==> src/rtl/fa_window_acc.sv <==
// fa_window_acc
//   Accumulates the registered {carry,sum} word of the full-adder stage over a
//   window of WINDOW valid samples. Presents the window total on a
//   valid/ready output handshake.
//
// Parameters:
//   WINDOW - valid input samples per window (>= 2)
//   SUM_W  - accumulator/output width (>= 2). Totals above 2^SUM_W-1 saturate.
//
// Ports:
//   clk       - system clock, rising edge
//   reset     - asynchronous, active-low reset
//   start     - begin a new window (taken in IDLE, or in DONE with sum_ready)
//   y_in      - adder output word {carry,sum}, unsigned 0..3
//   y_valid   - qualifies y_in; samples are accepted only while accumulating
//   sum_out   - window total, stable while sum_valid is high
//   sum_valid - window result available
//   sum_ready - downstream accepts the result
//   busy      - high while accumulating or holding a result
//   sat       - the reported window saturated; valid with sum_valid
module fa_window_acc #(
  parameter int WINDOW = 16,
  parameter int SUM_W  = 6
) (
  input  logic             clk,
  input  logic             reset,
  input  logic             start,
  input  logic [1:0]       y_in,
  input  logic             y_valid,
  output logic [SUM_W-1:0] sum_out,
  output logic             sum_valid,
  input  logic             sum_ready,
  output logic             busy,
  output logic             sat
);

  localparam int CNT_W = $clog2(WINDOW);
  localparam logic [CNT_W-1:0] LAST = CNT_W'(WINDOW - 1);

  typedef enum logic [1:0] {
    IDLE,
    ACCUM,
    DONE
  } state_t;

  state_t           state;
  logic [SUM_W-1:0] acc;
  logic [CNT_W-1:0] cnt;
  logic             sat_flag;

  // One extra bit catches overflow: acc <= 2^SUM_W-1 and y_in <= 3, so the
  // sum never reaches 2^(SUM_W+1) and the top bit alone flags "exceeds max".
  logic [SUM_W:0]   add_full;
  logic             add_ovf;
  logic [SUM_W-1:0] add_sat;

  assign add_full = {1'b0, acc} + (SUM_W + 1)'(y_in);
  assign add_ovf  = add_full[SUM_W];
  assign add_sat  = add_ovf ? {SUM_W{1'b1}} : add_full[SUM_W-1:0];

  always_ff @(posedge clk or negedge reset) begin
    if (!reset) begin
      state     <= IDLE;
      acc       <= '0;
      cnt       <= '0;
      sat_flag  <= 1'b0;
      sum_out   <= '0;
      sum_valid <= 1'b0;
      busy      <= 1'b0;
      sat       <= 1'b0;
    end else begin
      case (state)
        IDLE: begin
          if (start) begin
            state    <= ACCUM;
            acc      <= '0;
            cnt      <= '0;
            sat_flag <= 1'b0;
            busy     <= 1'b1;
          end
        end

        ACCUM: begin
          if (y_valid) begin
            acc      <= add_sat;
            cnt      <= cnt + 1'b1;
            sat_flag <= sat_flag | add_ovf;
            // The window closes on the WINDOW-th accepted sample, so cnt
            // never wraps.
            if (cnt == LAST) begin
              state     <= DONE;
              sum_out   <= add_sat;
              sat       <= sat_flag | add_ovf;
              sum_valid <= 1'b1;
            end
          end
        end

        DONE: begin
          // Incoming samples are dropped while the result waits.
          if (sum_ready) begin
            sum_valid <= 1'b0;
            if (start) begin
              // Back-to-back window: restart without passing through IDLE.
              state    <= ACCUM;
              acc      <= '0;
              cnt      <= '0;
              sat_flag <= 1'b0;
            end else begin
              state <= IDLE;
              busy  <= 1'b0;
            end
          end
        end

        default: begin
          state     <= IDLE;
          sum_valid <= 1'b0;
          busy      <= 1'b0;
        end
      endcase
    end
  end

endmodule

==> config.mk <==
export PLATFORM = sky130hd
export DESIGN_NAME = fa_window_acc
export DESIGN_NICKNAME = d
export VERILOG_FILES = /design/src/rtl/fa_window_acc.sv
export SDC_FILE = /design/constraint.sdc
export NUM_CORES = 1
export LEC_CHECK = 0
export CORE_MARGIN = 8
export CORE_UTILIZATION = 50
export CTS_BUF_LIST = sky130_fd_sc_hd__clkbuf_4 sky130_fd_sc_hd__clkbuf_8
export DETAILED_ROUTE_END_ITERATION = 10
export PLACE_DENSITY_LB_ADDON = 0.12
export SLEW_MARGIN = 20
export SYNTH_ARGS = -nofsm -noshare
export SYNTH_HDL_FRONTEND = slang
export SYNTH_SLANG_ARGS = --single-unit
==> constraint.sdc <==
create_clock -name clk -period 1.8 [get_ports clk]
set_input_delay 0.36 -clock clk [delete_from_list [all_inputs] [get_ports clk]]
set_output_delay 0.36 -clock clk [all_outputs]
set_load 0.05 [all_outputs]
==> summary.txt, run 1 <==
Run status
  – Status: complete, no violations

Final layout
  – Finished Layout Cells: 165
  – Diodes inserted: 0
  – Layout cell share with drive strength beyond 1: 24.8%
  – Fillers: 178
  – Nets: 149
  – Area growth, synth to finish: 25.2%
  – Fin util: 64.2%

Job
  – Max Cap Viol: 0

Place
  – GP Congestion: 0.818
  – Count of port buffers added during placement: 15
  – Dpl cells: 159
  – HPWL after DPL: 1760 um

Setup path
  – R2r worst-path depth: 6
  – R2R Path End: sum_out[0]
  – Critical path's slowest cell: dfrtp_1
  – Reg2Reg Setup Slack: 50 ps
  – CP Cell Sequence: ha_2 -> fa_2 -> and3_4 -> and3_2 -> nor2_2 -> o21ai_0
  – CP Class: flip-flop to flip-flop
  – Worst setup EP type: flip-flop
  – Required @ worst endpoint: 2000 ps
  – Startpoint types: flip-flop
  – Worst-path fanout max: 6
  – CP Data Arrival Time: 1950 ps
  – CP max stage delay: 410 ps
  – Launching point of the worst reg2reg path: acc[0]

Floorplan
  – Core area: 2130 um2
  – Die height: 62.7 um
  – Initial Util: 51.3%
  – Die width: 62.7 um
  – I/O pins: 16
  – Row cnt: 17
  – Die area: 3930 um2

Power and ir drop
  – Sequential power share: 41.5%
  – Switching Share: 41.4%
  – Total internal power: 1.11 mW
  – VDD IR max: 0.755 mV
  – Clk pwr share: 14.5%
  – Total power divided by cell area: 1390 nW/um2
  – Switching power: 0.785 mW
  – Leak Pwr: 0.627 nW
  – Logic pwr share: 44.0%

Clock tree
  – H-tree Lvls: 1
  – Skew-Pair Late Insertion Delay: 310 ps
  – Hold buffers post-CTS: 0
  – Deepest clock path buffer count: 2
  – CTS tree: built
  – Clock sink total: 22
  – Clk root buf: clkbuf_4
  – Cts bufs inserted: 3
  – Clock-pin slew on the worst setup and hold paths: 120 ps

Timing
  – Slew Limit Fails: 0
  – TNS Setup: 0 ps
  – Worst hold slack: 383 ps
  – Period Utilization, post-route: 97.1%
  – Final setup viols: 0
  – Final Hold Fails: 0
  – Worst-margin pin slew: 357 ps
  – Min Clock Period, post-route: 1750 ps
  – Slew headroom: 76.2%
  – Worst Clk Skew: 8.03 ps
  – RSZ-0062 raised after global routing: yes
  – Peak Freq: 572 MHz

Global routing
  – Initial antenna violation count: 0
  – Largest net degree at the start of global routing: 23
  – Total gr overflow: 0
  – Number of global-route vias before repair: 918
  – Total track usage: 12.7%
  – First-pass GRT wire length: 4080 um

Routing
  – Total Wirelength: 2400 um
  – DR vias: 913
  – DRC violations left: 0
  – Initial DRT Pass Iterations: 4
  – Routed Antenna Nets: 0
  – Wire per inst: 14.5 um
  – Vias per Instance: 5.53
  – Drt initial violations: 26

Yosys
  – Mapped Cells: 112
  – Synth unique cells: 31
  – Sequential area share after synthesis: 50.5%
  – Avg Inst Size Synth: 9.74 um2
  – Post-Syn Area: 1090 um2
  – Mapped Nets: 123
  – Synth Register Bits: 22
  – Total number of yosys warnings: 0

Worst hold path
  – Hold WC Path Type: input port to asynchronous set/reset pin
-- worst max-delay path, delay by kind of cell (launching register included) --
family / cells / cell delay, ps
flip-flops: 1 / 410
AO/OA/AOI/OAI: 1 / 100
adder cells (fa/ha/maj): 2 / 550
AND/OR/NAND/NOR: 3 / 580
-- flip-flops by register name (all words and copies together), names as in the netlist --
register   cells
acc            6
busy           1
cnt            4
sat            1
sat_flag       1
state          2
sum_out        6
sum_valid      1
-- power by group through the flow --
stage | sequential [mW] | combinational (mW) | clock, mW
2_1_floorplan | 0.940 | 0.364 | 0
3_3_place_gp | 0.788 | 0.756 | 0
3_5_place_dp | 0.794 | 0.771 | 0
4_1_cts | 0.786 | 0.787 | 0.280
5_1_grt | 0.809 | 0.917 | 0.297
6_report | 0.785 | 0.834 | 0.275
-- cell type report --
class	count	area (um2)	share of cell area, %
multi-input cells	86	539	39.5
repair buffers	25	205	15.0
clock buffers	4	36.3	2.66
well taps	28	35.0	2.56
flip-flops and latches	22	551	40.3
-- cell usage after synthesis --
cell type,number,area (um2)
dfrtp_1,22,551
nand2_1,15,56.3
o21ai_0,15,75.1
nor2_1,13,48.8
a21oi_1,9,45.0
buf_2,3,15.0
ha_1,3,37.5
nand3b_1,3,22.5
and3_1,2,12.5
and3b_1,2,17.5
nand2b_1,2,12.5
nand3_1,2,10.0
nor3_1,2,10.0
o21ai_1,2,10.0
a21boi_0,1,7.51
a21o_1,1,7.51
a21oi_4,1,16.3
a22o_1,1,8.76
a31o_2,1,8.76
and4_1,1,8.76
buf_6,1,11.3
fa_1,1,20.0
nand4bb_1,1,11.3
nor2b_4,1,13.8
nor3b_1,1,7.51
o21ba_1,1,10.0
o22ai_1,1,6.26
o31ai_1,1,7.51
or2b_1,1,7.51
or3_1,1,6.26
xor2_1,1,8.76
-- worst max-delay path by stage --
stage,startpoint,to,cells past startpoint
2_1_floorplan,y_in[0],sum_out[3],7
3_3_place_gp,y_in[0],sum_out[3],7
3_5_place_dp,y_in[0],sum_out[3],7
4_1_cts,acc[0],acc[4],7
5_1_grt,acc[0],acc[4],7
6_report,acc[0],sum_out[0],6
-- cell families after synthesis --
| group | synth area share [%] |
|---|---|
| and+or+nand+nor | 22.5 |
| buffers and inverters | 2.41 |
| DFF | 50.5 |
| adders and majority gates | 5.28 |
| xor gates and xnor gates | 0.803 |
| AOI/OAI and AO/OA | 18.6 |
-- per-layer routing --
layer	vias up	track usage [%]	wire length, um
met5	-	0	0
met4	0	6.55	40
met3	5	3.05	127
met2	20	19.9	1120
met1	445	15.7	1110
li1	443	-	-
-- per-stage QoR --
stage | power [mW] | area [um2] | setup WS [ps]
2_1_floorplan | 1.30 | 1100 | 16.9
5_1_grt | 2.02 | 1370 | -5.15
4_1_cts | 1.85 | 1350 | 37.4
3_5_place_dp | 1.56 | 1290 | -441
6_report | 1.89 | 1370 | 52.8
3_3_place_gp | 1.54 | 1290 | -416
-- cell usage in the layout (no fill, tap or decap), types with 2 or more instances in the layout --
master / Yosys / final
dfrtp_1: 22 / 22
buf_4: 0 / 18
nand2_1: 15 / 15
o21ai_0: 15 / 14
nor2_1: 13 / 11
a21oi_1: 9 / 8
clkdlybuf4s50_1: 0 / 5
nand3b_1: 3 / 3
o21ai_1: 2 / 3
clkbuf_4: 0 / 3
nand2b_1: 2 / 2
and3b_1: 2 / 2
nand3_1: 2 / 2
nor2_2: 0 / 2
ha_1: 3 / 2
-- timing repair --
item                       4_1_cts  5_1_grt
buffers inserted                 1        1
resized for setup                3        6
pin swaps                        3        0
setup endpoints to repair        6        8
Note: power is estimated with default switching activity, not from simulation.
==> inputs of run 2 (changes only) <==
CELL_PAD_IN_SITES_DETAIL_PLACEMENT = 0   (was unset)
CELL_PAD_IN_SITES_GLOBAL_PLACEMENT = 1   (was unset)
CORE_UTILIZATION = 38   (was 50)
CTS_CLUSTER_DIAMETER = 50   (was unset)
==> run 2 against run 1 <==
Compared with the run above: via count down 5.9%; non-clock buffer count unchanged; die area up 23%; register-to-register slack better by 20 ps; largest cell class unchanged.
==> summary.txt, run 2 (synthesized netlist as in run 1, its figures left out) <==
Timing
  – Worst Clk Skew: 9.96 ps (was 8.03 ps)
  – Worst-margin pin slew: 342 ps (was 357 ps)
  – Worst hold slack: 383 ps (about the same)
  – Peak Freq: 580 MHz (was 572 MHz)
  – TNS Setup: 0 ps (unchanged)
  – RSZ-0062 raised after global routing: yes (unchanged)
  – Final setup viols: 0 (unchanged)
  – Period Utilization, post-route: 95.8% (was 97.1%)
  – Min Clock Period, post-route: 1730 ps (was 1750 ps)
  – Slew Limit Fails: 0 (unchanged)
  – Final Hold Fails: 0 (unchanged)
  – Slew headroom: 77.2% (was 76.2%)

Setup path
  – Launching point of the worst reg2reg path: acc[0] (unchanged)
  – End point of the critical path: acc[1] (was sum_out[0])
  – CP Class: flip-flop to flip-flop (unchanged)
  – CP max stage delay: 430 ps (was 410 ps)
  – Critical path's slowest cell: dfrtp_1 (unchanged)
  – Worst-path fanout max: 6 (unchanged)
  – Required @ worst endpoint: 2000 ps (about the same)
  – CP Cell Sequence: ha_4 -> fa_2 -> and3_4 -> and3_2 -> nor2_1 -> o21ai_0 (was ha_2 -> fa_2 -> and3_4 -> and3_2 -> nor2_2 -> o21ai_0)
  – Crit path from: acc[0] (unchanged)
  – R2r worst-path depth: 6 (unchanged)
  – Worst setup EP type: flip-flop (unchanged)
  – R2R Path End: acc[1] (was sum_out[0])
  – CP Data Arrival Time: 1920 ps (was 1950 ps)
  – Reg2Reg Setup Slack: 70 ps (was 50 ps)
  – Startpoint types: flip-flop (unchanged)

Place
  – HPWL after DPL: 1730 um (was 1760 um)
  – Dpl cells: 163 (was 159)
  – Count of port buffers added during placement: 15 (unchanged)
  – Dpl cell area: 1310 um2 (was 1290 um2)
  – GP Congestion: 0.819 (was 0.818)

Routing
  – DR vias: 859 (was 913)
  – Drt initial violations: 48 (was 26)
  – DRC violations left: 0 (unchanged)
  – Routed Antenna Nets: 0 (unchanged)
  – Wire per inst: 14.0 um (was 14.5 um)
  – Vias per Instance: 5.11 (was 5.53)
  – Total Wirelength: 2350 um (was 2400 um)
  – Initial DRT Pass Iterations: 4 (unchanged)

Clock tree
  – Clk root buf: clkbuf_4 (unchanged)
  – Cts bufs inserted: 3 (unchanged)
  – Clock sink total: 22 (unchanged)
  – Deepest clock path buffer count: 2 (unchanged)
  – Skew-Pair Late Insertion Delay: 310 ps (about the same)
  – Clock-pin slew on the worst setup and hold paths: 120 ps (about the same)
  – H-tree Lvls: 1 (unchanged)
  – CTS tree: built (unchanged)
  – Hold buffers post-CTS: 0 (unchanged)

Final layout
  – Area growth, synth to finish: 26.6% (was 25.2%)
  – Diodes inserted: 0 (unchanged)
  – Finished Layout Cells: 168 (was 165)
  – Most frequent cells in the layout: 22 x dfrtp_1, 18 x buf_4, 15 x nand2_1 (unchanged)
  – Final Cell Area: 1380 um2 (was 1370 um2)
  – Nets: 149 (unchanged)
  – Top Registers: acc x6, sum_out x6, cnt x4 (unchanged)
  – Fillers: 255 (was 178)
  – Layout cell share with drive strength beyond 1: 24.1% (was 24.8%)
  – Commonest non-fill, non-tap cell in the layout: dfrtp_1 (unchanged)

Floorplan
  – I/O pins: 16 (unchanged)
  – Die area: 4840 um2 (was 3930 um2)
  – Die width: 69.6 um (was 62.7 um)
  – Die height: 69.6 um (was 62.7 um)
  – Row cnt: 19 (was 17)
  – Initial Util: 39.9% (was 51.3%)
  – Core area: 2730 um2 (was 2130 um2)

Global routing
  – First-pass GRT wire length: 4020 um (was 4080 um)
  – Initial antenna violation count: 0 (unchanged)
  – Number of global-route vias before repair: 843 (was 918)
  – Total track usage: 9.93% (was 12.7%)
  – Largest net degree at the start of global routing: 23 (unchanged)
  – Total gr overflow: 0 (unchanged)

Power and ir drop
  – Total power divided by cell area: 1350 nW/um2 (was 1390 nW/um2)
  – VDD IR max: 0.949 mV (was 0.755 mV)
  – Leak Pwr: 0.635 nW (was 0.627 nW)

Run status
  – Status: complete, no violations (unchanged)

Job
  – Max Cap Viol: 0 (unchanged)

Worst hold path
  – Hold WC Path Type: input port to asynchronous set/reset pin (unchanged)
run 2: changes by cell type in the layout (fill, tap and decap cells not counted), sizes merged:
cell          delta
dlymetal6s2s     +1
dlygate4sd2      -1
run 2: repair_timing:
action                                  CTS  global route
pin swaps                                 2             3
endpoints found under the setup margin    5            11
resized for setup                         2             8
buffers inserted                          0             1
run 2: worst min-delay path by stage:
stage,end,slack (ps)
floorplan,acc[0],60
global placement,sum_out[2],470
detailed placement,sum_out[5],470
CTS,state[1],390
global route,busy,390
finish,state[1],380
run 2: report_power, final:
group	total, mW	leakage (nW)	internal (mW)	switching [mW]
sequential	0.786	0.283	0.641	0.146
combinational	0.814	0.331	0.340	0.474
clock	0.269	0.0210	0.123	0.146
run 2: layout make-up:
type	instances	area [um2]	area share, %
Clock buffer	4	36.3	2.63
Timing Repair Buffer	25	209	15.1
Tap cell	31	38.8	2.81
Multi-Input combinational cell	86	547	39.6
Sequential cell	22	551	39.9
run 2: worst max-delay path: cells and delay by family, from the launching register on:
family	cells	cell delay, ps
AOI/OAI and AO/OA	1	90
adders and majority gates	2	530
DFF	1	430
and+or+nand+nor	3	580
run 2: metrics by stage:
step | worst slack [ps] | power [mW] | utilization (%)
finish | 74.8 | 1.87 | 50.5
global route | -20.8 | 2.02 | 50.5
CTS | 4.29 | 1.85 | 49.4
detailed placement | -476 | 1.57 | 47.8
global placement | -406 | 1.57 | 47.8
floorplan | 16.9 | 1.30 | -
run 2: layer usage:
layer | wire [um] | vias up | global-route usage [%]
met3 | 119 | 2 | 3.86
met2 | 1040 | 14 | 15.6
met5 | 0 | - | 0
met4 | 11 | 0 | 0.683
li1 | - | 449 | -
met1 | 1180 | 394 | 13.1
==> inputs of run 3 (changes only) <==
CORE_MARGIN = 5   (was 8)
PLACE_DENSITY = 0.84   (was unset)
PLACE_DENSITY_LB_ADDON = unset   (was 0.12)
==> run 3 against run 2 <==
Compared with the run above: total power rose by 1.2%; design area is the same; highest routed layer unchanged; worst hold slack got worse by 5.8 ps; clock power up 3%; setup slack worse by 44 ps; core utilization decreased by 0.44 points; largest cell class unchanged; wire length decreased by 4.6%; critical endpoint is now sum_out[3].
==> summary.txt, run 3 (synthesized netlist as in run 1, its figures left out) <==
Routing
  – DR vias: 858 (was 859)
  – Routed Antenna Nets: 0 (unchanged)
  – Vias per Instance: 5.08 (was 5.11)
  – DRC violations left: 0 (unchanged)
  – Initial DRT Pass Iterations: 4 (unchanged)
  – Total Wirelength: 2240 um (was 2350 um)
  – Wire per inst: 13.2 um (was 14.0 um)
  – Drt initial violations: 40 (was 48)

Global routing
  – Number of global-route vias before repair: 845 (was 843)
  – Total gr overflow: 0 (unchanged)
  – First-pass GRT wire length: 3940 um (was 4020 um)
  – Largest net degree at the start of global routing: 23 (unchanged)
  – Total track usage: 12.3% (was 9.93%)
  – Initial antenna violation count: 0 (unchanged)

Power and ir drop
  – Switching Share: 41.3% (was 40.9%)
  – Logic pwr share: 43.6% (was 43.5%)
  – Clk pwr share: 14.6% (was 14.4%)
  – Switching power: 0.782 mW (was 0.765 mW)
  – Total internal power: 1.11 mW (was 1.10 mW)
  – Sequential power share: 41.8% (was 42.1%)
  – VDD IR max: 0.904 mV (was 0.949 mV)
  – Total power divided by cell area: 1370 nW/um2 (was 1350 nW/um2)
  – Leak Pwr: 0.638 nW (was 0.635 nW)

Timing
  – Peak Freq: 565 MHz (was 580 MHz)
  – Slew headroom: 75.6% (was 77.2%)
  – Slack of the critical path: 30.7 ps (was 74.8 ps)
  – Final Hold Fails: 0 (unchanged)
  – TNS Setup: 0 ps (unchanged)
  – Worst-margin pin slew: 364 ps (was 342 ps)
  – Period Utilization, post-route: 98.3% (was 95.8%)
  – Worst hold slack: 377 ps (was 383 ps)
  – RSZ-0062 raised after global routing: yes (unchanged)
  – Worst Clk Skew: 0.604 ps (was 9.96 ps)
  – Slew Limit Fails: 0 (unchanged)
  – Final setup viols: 0 (unchanged)
  – Min Clock Period, post-route: 1770 ps (was 1730 ps)

Setup path
  – CP Cell Sequence: ha_2 -> fa_2 -> and3_4 -> and3_2 -> nor3_2 -> o21ai_1 (was ha_4 -> fa_2 -> and3_4 -> and3_2 -> nor2_1 -> o21ai_0)
  – Startpoint types: flip-flop (unchanged)
  – Largest delay contributor family on the critical path: simple AND/OR/NAND/NOR gates (unchanged)
  – Critical path's slowest cell: dfrtp_1 (unchanged)
  – CP Data Arrival Time: 1970 ps (was 1920 ps)
  – CP max stage delay: 410 ps (was 430 ps)
  – CP Class: flip-flop to flip-flop (unchanged)
  – Buffers & Inverters on Critical Path: 0 (unchanged)
  – Worst-path fanout max: 6 (unchanged)
  – Required @ worst endpoint: 2010 ps (was 2000 ps)
  – Worst setup EP type: flip-flop (unchanged)

Floorplan
  – Row cnt: 19 (unchanged)
  – Die height: 63.6 um (was 69.6 um)
  – Die area: 4040 um2 (was 4840 um2)
  – I/O pins: 16 (unchanged)
  – Die width: 63.6 um (was 69.6 um)
  – Initial Util: 39.6% (was 39.9%)
  – Core area: 2760 um2 (was 2730 um2)

Clock tree
  – H-tree Lvls: 1 (unchanged)
  – CTS tree: built (unchanged)
  – Deepest clock path buffer count: 2 (unchanged)
  – Clock-pin slew on the worst setup and hold paths: 120 ps (about the same)
  – Clock sink total: 22 (unchanged)
  – Clk root buf: clkbuf_4 (unchanged)
  – Hold buffers post-CTS: 0 (unchanged)
  – Skew-Pair Late Insertion Delay: 300 ps (was 310 ps)
  – Cts bufs inserted: 3 (unchanged)

Place
  – HPWL after DPL: 1690 um (was 1730 um)
  – Dpl cells: 164 (was 163)
  – Count of port buffers added during placement: 15 (unchanged)
  – Place WS: -411 ps (was -476 ps)
  – GP Congestion: 0.792 (was 0.819)

Final layout
  – Most frequent cells in the layout: 22 x dfrtp_1, 20 x buf_4, 14 x nand2_1 (was 22 x dfrtp_1, 18 x buf_4, 15 x nand2_1)
  – Finished Layout Cells: 169 (was 168)
  – Top Registers: acc x6, sum_out x6, cnt x4 (unchanged)
  – Layout cell share with drive strength beyond 1: 25.4% (was 24.1%)
  – Commonest non-fill, non-tap cell in the layout: dfrtp_1 (unchanged)
  – Diodes inserted: 0 (unchanged)
  – Area growth, synth to finish: 26.6% (unchanged)
  – Fillers: 239 (was 255)
  – Fin util: 50.1% (was 50.5%)
  – Nets: 150 (was 149)

Run status
  – Status: complete, no violations (unchanged)

Worst hold path
  – Hold WC Path Type: input port to asynchronous set/reset pin (unchanged)

Job
  – Max Cap Viol: 0 (unchanged)
run 3: changes by cell type in the layout (fill, tap and decap cells not counted), sizes merged:
cell,before,now
buf,19,20
run 3: layout make-up:
type	count	area, um2	share of cell area [%]
tap	31	38.8	2.81
sequential	22	551	39.9
multi-input combinational	86	543	39.3
timing repair buffer	26	213	15.4
clock buffer	4	36.3	2.63
run 3: repair_timing:
action | 4_1_cts | 5_1_grt
setup endpoints to repair | 5 | 10
gates resized for setup | 4 | 7
setup buffers | 1 | 0
pin swaps | 0 | 3
run 3: power groups by stage:
stage	clock network (mW)	logic [mW]	registers, mW
after floorplan	0	0.364	0.940
after global placement	0	0.766	0.787
after global routing	0.313	0.917	0.819
after CTS	0.281	0.805	0.787
final	0.277	0.824	0.791
after detailed placement	0	0.777	0.797
run 3: path summary, 6_finish.rpt:
check	startpoint	end	slack, ps	depth (start not counted)
min in group clk	sum_out[5]	sum_out[5]	500	2
hold reg to reg	sum_out[5]	sum_out[5]	500	2
max in group asynchronous	reset	acc[1]	1210	2
setup reg to reg	acc[0]	sum_out[3]	30	6
setup / recovery	acc[0]	sum_out[3]	30	6
hold / removal	reset	sum_valid	380	2
run 3: stage by stage:
step           total power [mW]  cell area, um2
2_1_floorplan              1.30            1100
3_3_place_gp               1.55            1310
3_5_place_dp               1.57            1310
4_1_cts                    1.87            1370
5_1_grt                    2.05            1380
6_report                   1.89            1380
run 3: metal layers:
layer	part of all wire, %	track usage [%]
met1	49	17.8
met3	2.7	2.66
met4	0.58	3.90
met2	48	18.3
met5	0	0
